$ cat config.mk
export PLATFORM = sky130hd
export DESIGN_NAME = mux_4_1_rr
export DESIGN_NICKNAME = d
export VERILOG_FILES = /design/src/rtl/mux41_pkg.sv /design/src/rtl/rr_arb_4.sv /design/src/rtl/mux_4_1_rr.sv
export SDC_FILE = /design/constraint.sdc
export NUM_CORES = 1
export LEC_CHECK = 0
export ABC_CLOCK_PERIOD_IN_PS = 5500
export CORE_MARGIN = 1
export CORE_UTILIZATION = 31
export DETAILED_ROUTE_END_ITERATION = 10
export PLACE_DENSITY = 0.67
export SYNTH_ARGS = -nofsm -noshare
export SYNTH_HDL_FRONTEND = slang
export SYNTH_SLANG_ARGS = --single-unit
export TNS_END_PERCENT = 20
$ cat constraint.sdc
create_clock -name clk -period 5.5 [get_ports clk]
set_input_delay 1.1 -clock clk [delete_from_list [all_inputs] [get_ports clk]]
set_output_delay 1.1 -clock clk [all_outputs]
set_load 0.01 [all_outputs]
$ cat src/rtl/mux41_pkg.sv
// Shared constants and types for the 4-to-1 round-robin mux.
package mux41_pkg;

  localparam int unsigned NUM_CH = 4;
  localparam int unsigned SEL_W  = 2;

  typedef logic [SEL_W-1:0] sel_t;

  // Last-grant pointer after reset, so that channel 0 is searched first
  localparam sel_t PTR_RST = 2'd3;

endpackage

$ cat src/rtl/rr_arb_4.sv
// Combinational 4-way arbiter: round-robin from ptr+1, or fixed priority
// (channel 0 highest) when MUX41_FIXED_PRIO_EN is defined.
module rr_arb_4
  import mux41_pkg::*;
(
  input  logic [NUM_CH-1:0] req,
  input  sel_t              ptr,
  input  logic              en,
  output logic [NUM_CH-1:0] gnt_onehot,
  output sel_t              gnt_idx,
  output logic              gnt_any
);

  sel_t cand;
  logic found;

`ifdef MUX41_FIXED_PRIO_EN
  logic unused_ptr;
  assign unused_ptr = ^ptr;

  always_comb begin
    gnt_idx = '0;
    found   = 1'b0;
    cand    = '0;
    for (int unsigned k = 0; k < NUM_CH; k++) begin
      cand = sel_t'(k);
      if (!found && req[cand]) begin
        found   = 1'b1;
        gnt_idx = cand;
      end
    end
  end
`else
  always_comb begin
    gnt_idx = '0;
    found   = 1'b0;
    cand    = '0;
    // 2-bit addition wraps, so k=4 lands back on ptr itself
    for (int unsigned k = 1; k <= NUM_CH; k++) begin
      cand = ptr + sel_t'(k);
      if (!found && req[cand]) begin
        found   = 1'b1;
        gnt_idx = cand;
      end
    end
  end
`endif

  assign gnt_any = en && found;

  always_comb begin
    gnt_onehot = '0;
    for (int unsigned i = 0; i < NUM_CH; i++) begin
      gnt_onehot[i] = gnt_any && (gnt_idx == sel_t'(i));
    end
  end

endmodule

$ cat src/rtl/mux_4_1_rr.sv
// 4-to-1 registered valid/ready mux with round-robin arbitration and source tag.
// Define MUX41_FIXED_PRIO_EN for fixed priority (channel 0 highest) instead.
module mux_4_1_rr
  import mux41_pkg::*;
#(
  parameter int DATA_W = 8
)
(
  input  logic                     clk,
  input  logic                     rst,
  input  logic [NUM_CH-1:0]        in_valid,
  output logic [NUM_CH-1:0]        in_ready,
  input  logic [NUM_CH*DATA_W-1:0] in_data,
  output logic                     out_valid,
  input  logic                     out_ready,
  output logic [DATA_W-1:0]        out_data,
  output logic [SEL_W-1:0]         out_sel
);

  logic              load;
  sel_t              ptr;
  sel_t              gnt_idx;
  logic              gnt_any;
  logic [NUM_CH-1:0] gnt_onehot;
  logic [DATA_W-1:0] gnt_data;

  assign load = !out_valid || out_ready;

  // rst gates en so no handshake can be offered while reset is asserted
  rr_arb_4 u_arb (
    .req        (in_valid),
    .ptr        (ptr),
    .en         (load && !rst),
    .gnt_onehot (gnt_onehot),
    .gnt_idx    (gnt_idx),
    .gnt_any    (gnt_any)
  );

  assign in_ready = gnt_onehot;

  always_comb begin
    gnt_data = '0;
    for (int unsigned i = 0; i < NUM_CH; i++) begin
      if (gnt_onehot[i]) gnt_data = in_data[i*DATA_W +: DATA_W];
    end
  end

`ifdef MUX41_FIXED_PRIO_EN
  assign ptr = PTR_RST;
`else
  always_ff @(posedge clk or posedge rst) begin
    if (rst)          ptr <= PTR_RST;
    else if (gnt_any) ptr <= gnt_idx;
  end
`endif

  always_ff @(posedge clk or posedge rst) begin
    if (rst) begin
      out_valid <= 1'b0;
      out_data  <= '0;
      out_sel   <= '0;
    end else if (load) begin
      if (gnt_any) begin
        out_valid <= 1'b1;
        out_data  <= gnt_data;
        out_sel   <= gnt_idx;
      end else begin
        out_valid <= 1'b0;
      end
    end
  end

endmodule

==> results of run 1 <==
==> power breakdown <==
part | internal, mW | switching [mW] | leakage (nW)
Clock | 0.0281 | 0.0334 | 0.0150
Sequential | 0.127 | 0.0187 | 0.148
Combinational | 0.127 | 0.0930 | 0.430
Total | 0.283 | 0.145 | 0.593
==> logic make-up after synthesis <==
| group | synth area share [%] |
|---|---|
| DFF | 34.52 |
| AOI/OAI and AO/OA | 25.95 |
| muxes | 9.091 |
| and+or+nand+nor | 26.48 |
| buffers and inverters | 3.952 |
==> area by class of cell <==
cell class / count / area, um2
multi-input combinational: 75 / 584.3
timing repair buffer: 54 / 538.0
inverter: 1 / 3.754
fill: 268 / 1310
clock buffer: 4 / 26.28
tap: 31 / 38.79
sequential: 13 / 327.8
==> critical path: stages <==
cell and delay [ps]:
clkdlybuf4s50_1 500, o21ai_1 530, nand3_4 340, nor2_1 200, clkdlybuf4s50_1 570
==> metal layers <==
metal  vias to the layer above  wire length (um)  global-route usage [%]
li1                        469                 -                       -
met1                       467              1171                   20.37
met2                        32              1371                   30.73
met3                         2               135                   1.587
met4                         0                27                   7.317
met5                         -                 0                       0
==> worst min-delay path by stage <==
stage / from / to / cells after the start
after floorplan: ptr[0] / ptr[0] / 2
after global placement: out_sel[1] / out_sel[1] / 2
after detailed placement: out_sel[1] / out_sel[1] / 2
after CTS: out_sel[1] / out_sel[1] / 2
after global routing: ptr[0] / ptr[0] / 2
final: out_sel[1] / out_sel[1] / 2
==> sequential cells by signal (all words and copies together) (netlist names) <==
register	count
out_sel	2
out_data	8
ptr	2
out_valid	1
==> stage by stage <==
stage / utilization, % / total power [mW] / hold WS [ps]
floorplan: - / 0.2691 / 483.5
global placement: 52.76 / 0.3656 / 457.6
detailed placement: 52.76 / 0.3693 / 462.8
CTS: 53.69 / 0.4317 / 484.2
global route: 53.69 / 0.4556 / 538.4
finish: 53.69 / 0.4279 / 478.1
==> cell usage in the layout, fill, tap and decap left out <==
cell              n
buf_4             1
nand2_4           1
o22a_1            1
o221a_1           3
or3b_1            1
a21o_1            1
nand3_4           2
clkdlybuf4s50_1  53
and4_1            8
o21a_1            2
mux2i_1           3
a211o_1           5
mux2_2            5
inv_1             1
a21oi_1           4
a21bo_2           1
clkbuf_1          1
nand2b_1          2
o221a_2           2
o31a_1            3
nor2_1            8
nand2_1           8
dfstp_2           2
o21ai_4           1
and3_4            1
o211ai_1          3
clkbuf_4          3
nor3_1            1
or2b_1            1
and2b_1           1
nand3_1           1
dfrtp_1          11
or4_4             1
o21ai_0           3
o21ai_1           1
nor2b_1           1
==> results.yml, run 1 <==
synth:
  netlist_area_um2: 949.7
  synthArstFlopShare_pct: 100.0
  yosysTopAreaCell: "dfrtp_1"
  ys_ff_latch: 13
  avgSynthCellArea_um2: 10.32
  synth_nets: 131
  synth_top_area_share_pct: 28.99
  ys_top_cells_by_area: "dfrtp_1 29%, and4_1 7.4%, mux2_2 5.9%, dfstp_2 5.5%, a211o_1 4.6%"
  yosysUniqueCellTypes: 35
  postSynthCellCount: 92
  yosys.cell_count.top_type: "dfrtp_1"
  synth_top_cells_by_count: "11 x dfrtp_1, 8 x and4_1, 8 x nand2_1, 8 x nor2_1"
  synth-main-ff-cell: "dfrtp_1"
  synth-edff-count: 0
  ys_warn_count: 0
  seq_area_frac_synth_pct: 34.52
finish:
  design_area_mm2: 0.001519
  final_layout_size_suffix_gt1_share_pct: 13.61
  antenna_cells: 0
  nets: 187
  area_growth_pct: 59.95
  fin_cells: 178
clock_tree:
  clockRootBuffer: "clkbuf_4"
  hold_buffers: 0
  numCtsBuffers: 3
  cts_setup_buffers: 0
  cts.sinks: 13
  ctsResizeCount: 0
  cts-htree-levels: 1
  ctsLongestPathBuffers: 2
  clk_pin_slew_worst_paths_ps: 90
  clock_latency_ps: 270
  cts_tree: "yes"
sta:
  slew_viol_final: 0
  fin_skew_ps: 2.494
  setup_tns_ps: 0
  max_slew_margin_pct: 60.07
  max_freq_mhz: 230.0
  period_needed_ps: 4348
  finalSetupViolCount: 0
  rsz0062_at_grt: "no"
  finalWorstSetupSlack_ps: 1152
  fin_crit_sh_pct: 79.05
  tightestPinTransition_ps: 594.9
  hold_viol_final: 0
placement:
  gp_congestion: 0.8401
  dp_hpwl_um: 2140
  dpl_worst_slack_ps: 1193
  port_buffers: 53
  dp_cells: 174
  placed_cell_area_mm2: 0.001493
floorplan:
  num_rows: 19
  die-area_mm2: 0.003289
  core_area_mm2: 0.002829
  die_height_um: 57.35
  start_util_pct: 33.57
  ios: 54
  fp.dieW_um: 57.35
setup_path:
  crit_end: "in_ready[2]"
  startpoint: "in_valid[3]"
  critPathKind: "in2out"
  arrival_ps: 3250
  required_ps: 4400
  endpoint_kind: "output pin"
  rr_worst_depth: 5
  start_kind: "primary input"
  regToRegStartpoint: "ptr[0]"
  rr_endpoint: "out_data[0]"
  crit_fanout: 15
  r2r_slack_ps: 3520
global_routing:
  grt_first_pass_wirelength_um: 4236
  grt_pass1_vias: 957
  track_usage_pct: 16.99
  grt_max_degree: 17
  grt-ovfl-total: 0
  antenna_found_initial: 0
route:
  wl_um: 2705
  first_pass_iters: 7
  final_antenna_net_count: 0
  drt-initial-drc-count: 27
  wl_per_cell_um: 15.20
  drt-vias-per-instance: 5.449
  route.vias.total: 970
  drc_errors: 3
power:
  power_density_mw_per_mm2: 281.7
  p_leak_nw: 0.5925
  ir_drop_v: 0.0001202
outcome:
  violations: "design-rule violations"
  status: "finished with violations"
min_path:
  hold_path_class: "reg2reg"
run:
  maxCapViolations: 0
Power figures use the tool's default switching activity.
==> run 2, diff against run 1 <==
--- a/config.mk
+++ b/config.mk
@@ -5,11 +5,11 @@
 export SDC_FILE = /design/constraint.sdc
 export NUM_CORES = 1
 export LEC_CHECK = 0
-export ABC_CLOCK_PERIOD_IN_PS = 5500
+export ABC_CLOCK_PERIOD_IN_PS = 3600
 export CORE_MARGIN = 1
 export CORE_UTILIZATION = 31
 export DETAILED_ROUTE_END_ITERATION = 10
-export PLACE_DENSITY = 0.67
+export PLACE_DENSITY = 0.7
 export SYNTH_ARGS = -nofsm -noshare
 export SYNTH_HDL_FRONTEND = slang
 export SYNTH_SLANG_ARGS = --single-unit
==> constraint.sdc (replaced) <==
create_clock -name clk -period 3.6 [get_ports clk]
set_input_delay 0.72 -clock clk [delete_from_list [all_inputs] [get_ports clk]]
set_output_delay 0.72 -clock clk [all_outputs]
set_load 0.01 [all_outputs]
==> run 2 against run 1 <==
The flow still finishes with violations (design-rule violations). Via count grew 0.10%. Count of clock-buffer cells in the layout is the same. Setup slack lost 1000 ps. Hold slack lost 1.8 ps. First-iteration DRC count grew 22%. Clock skew grew 2.3 ps.
==> results.yml, run 2 (synthesis results as in run 1) <==
finish:
  fin_cells: 184
  layout_common_cells: "53 x clkdlybuf4s50_1, 11 x dfrtp_1, 8 x nor2_1, 8 x and4_1, 8 x nand2_1"
  reg_top3: "out_data: 8 flops, out_sel: 2 flops, ptr: 2 flops"
  final_core_util_pct: 55.29
  nets: 193
  final_layout_size_suffix_gt1_share_pct: 16.99
  design_area_mm2: 0.001564
  area_growth_pct: 64.69
  largest_register_ff_count: 8
  largest-register: "out_data"
  final_common_cell: "clkdlybuf4s50_1"
  antenna_cells: 0
setup_path:
  rr_endpoint: "out_data[0]"
  crit_fanout: 7
  start_kind: "primary input"
  r2r_slack_ps: 1520
  startpoint: "in_valid[3]"
  regToRegStartpoint: "ptr[0]"
  endpoint_kind: "output pin"
  critPathKind: "in2out"
  required_ps: 2880
  arrival_ps: 2720
  rr_worst_depth: 6
placement:
  placed_cell_area_mm2: 0.001538
  dp_cells: 180
  port_buffers: 53
  dpl_worst_slack_ps: 168.6
  dp_hpwl_um: 2247
  gp_congestion: 0.7671
sta:
  period_needed_ps: 3443
  finalWorstSetupSlack_ps: 156.5
  max_freq_mhz: 290.4
  hold_viol_final: 0
  fin_skew_ps: 4.744
  setup_tns_ps: 0
  whs_ps: 476.3
  slew_viol_final: 0
  tightestPinTransition_ps: 318.9
  rsz0062_at_grt: "no"
  fin_crit_sh_pct: 95.65
  finalSetupViolCount: 0
  max_slew_margin_pct: 78.60
route:
  drt-initial-drc-count: 33
  drt-vias-per-instance: 5.277
  wl_um: 2747
  drc_errors: 1
  wl_per_cell_um: 14.93
  route.vias.total: 971
  first_pass_iters: 7
  final_antenna_net_count: 0
floorplan:
  die_height_um: 57.35
  num_rows: 19
  die-area_mm2: 0.003289
  ios: 54
  start_util_pct: 33.57
  core_area_mm2: 0.002829
  fp.dieW_um: 57.35
power:
  p_leak_nw: 0.6205
  total_power_mw: 0.6722
  power_density_mw_per_mm2: 429.8
  ir_drop_v: 0.0002682
clock_tree:
  cts-htree-levels: 1
  ctsLongestPathBuffers: 2
  ctsResizeCount: 0
  clockRootBuffer: "clkbuf_4"
  cts_setup_buffers: 0
  cts.sinks: 13
  numCtsBuffers: 3
  cts_tree: "yes"
  clock_latency_ps: 270
  hold_buffers: 0
  clk_pin_slew_worst_paths_ps: 80
run:
  maxCapViolations: 0
min_path:
  hp-start: "out_sel[1]"
  hold_depth: 2
  min_to: "out_sel[1]"
  hold_path_class: "reg2reg"
global_routing:
  grt_max_degree: 16
  grt-ovfl-total: 0
  antenna_found_initial: 0
  grt_first_pass_wirelength_um: 4167
  grt_pass1_vias: 943
  track_usage_pct: 16.74
outcome:
  status: "finished with violations"
  violations: "design-rule violations"
==> run 2: metal layers <==
layer  track usage [%]  share of wire [%]  up-vias
met5                 0                  0        -
met1             20.45                 45      448
met4             8.711                3.2        0
met2             28.07                 47       31
li1                  -                  -      484
met3             2.948                4.6        8
==> run 2: worst max-delay path: stages <==
cell	delay, ps
clkdlybuf4s50_1	490
and2b_1	250
or3b_1	390
nand2_1	120
nand2_4	80
nor2_1	120
clkdlybuf4s50_1	540
==> run 2: final cells by class <==
type                       instances  area [um2]
clock buffer                       4       26.28
fill                             267        1265
inverter                           1       3.754
multi-input combinational         75       584.3
sequential                        13       327.8
tap                               31       38.79
timing repair buffer              60       583.1
==> run 2: how the worst max path moves through the flow <==
stage / endpoint / slack, ps
floorplan: in_ready[0] / 1130
CTS: in_ready[1] / 160
global placement: in_ready[2] / 200
finish: in_ready[1] / 160
detailed placement: in_ready[1] / 170
global route: in_ready[1] / 50
==> run 2: report_power, final <==
part,leakage [nW],total (mW),switching (mW),internal [mW]
logic,0.458,0.356,0.146,0.210
clock network,0.0150,0.0922,0.0493,0.0429
registers,0.148,0.224,0.0292,0.195
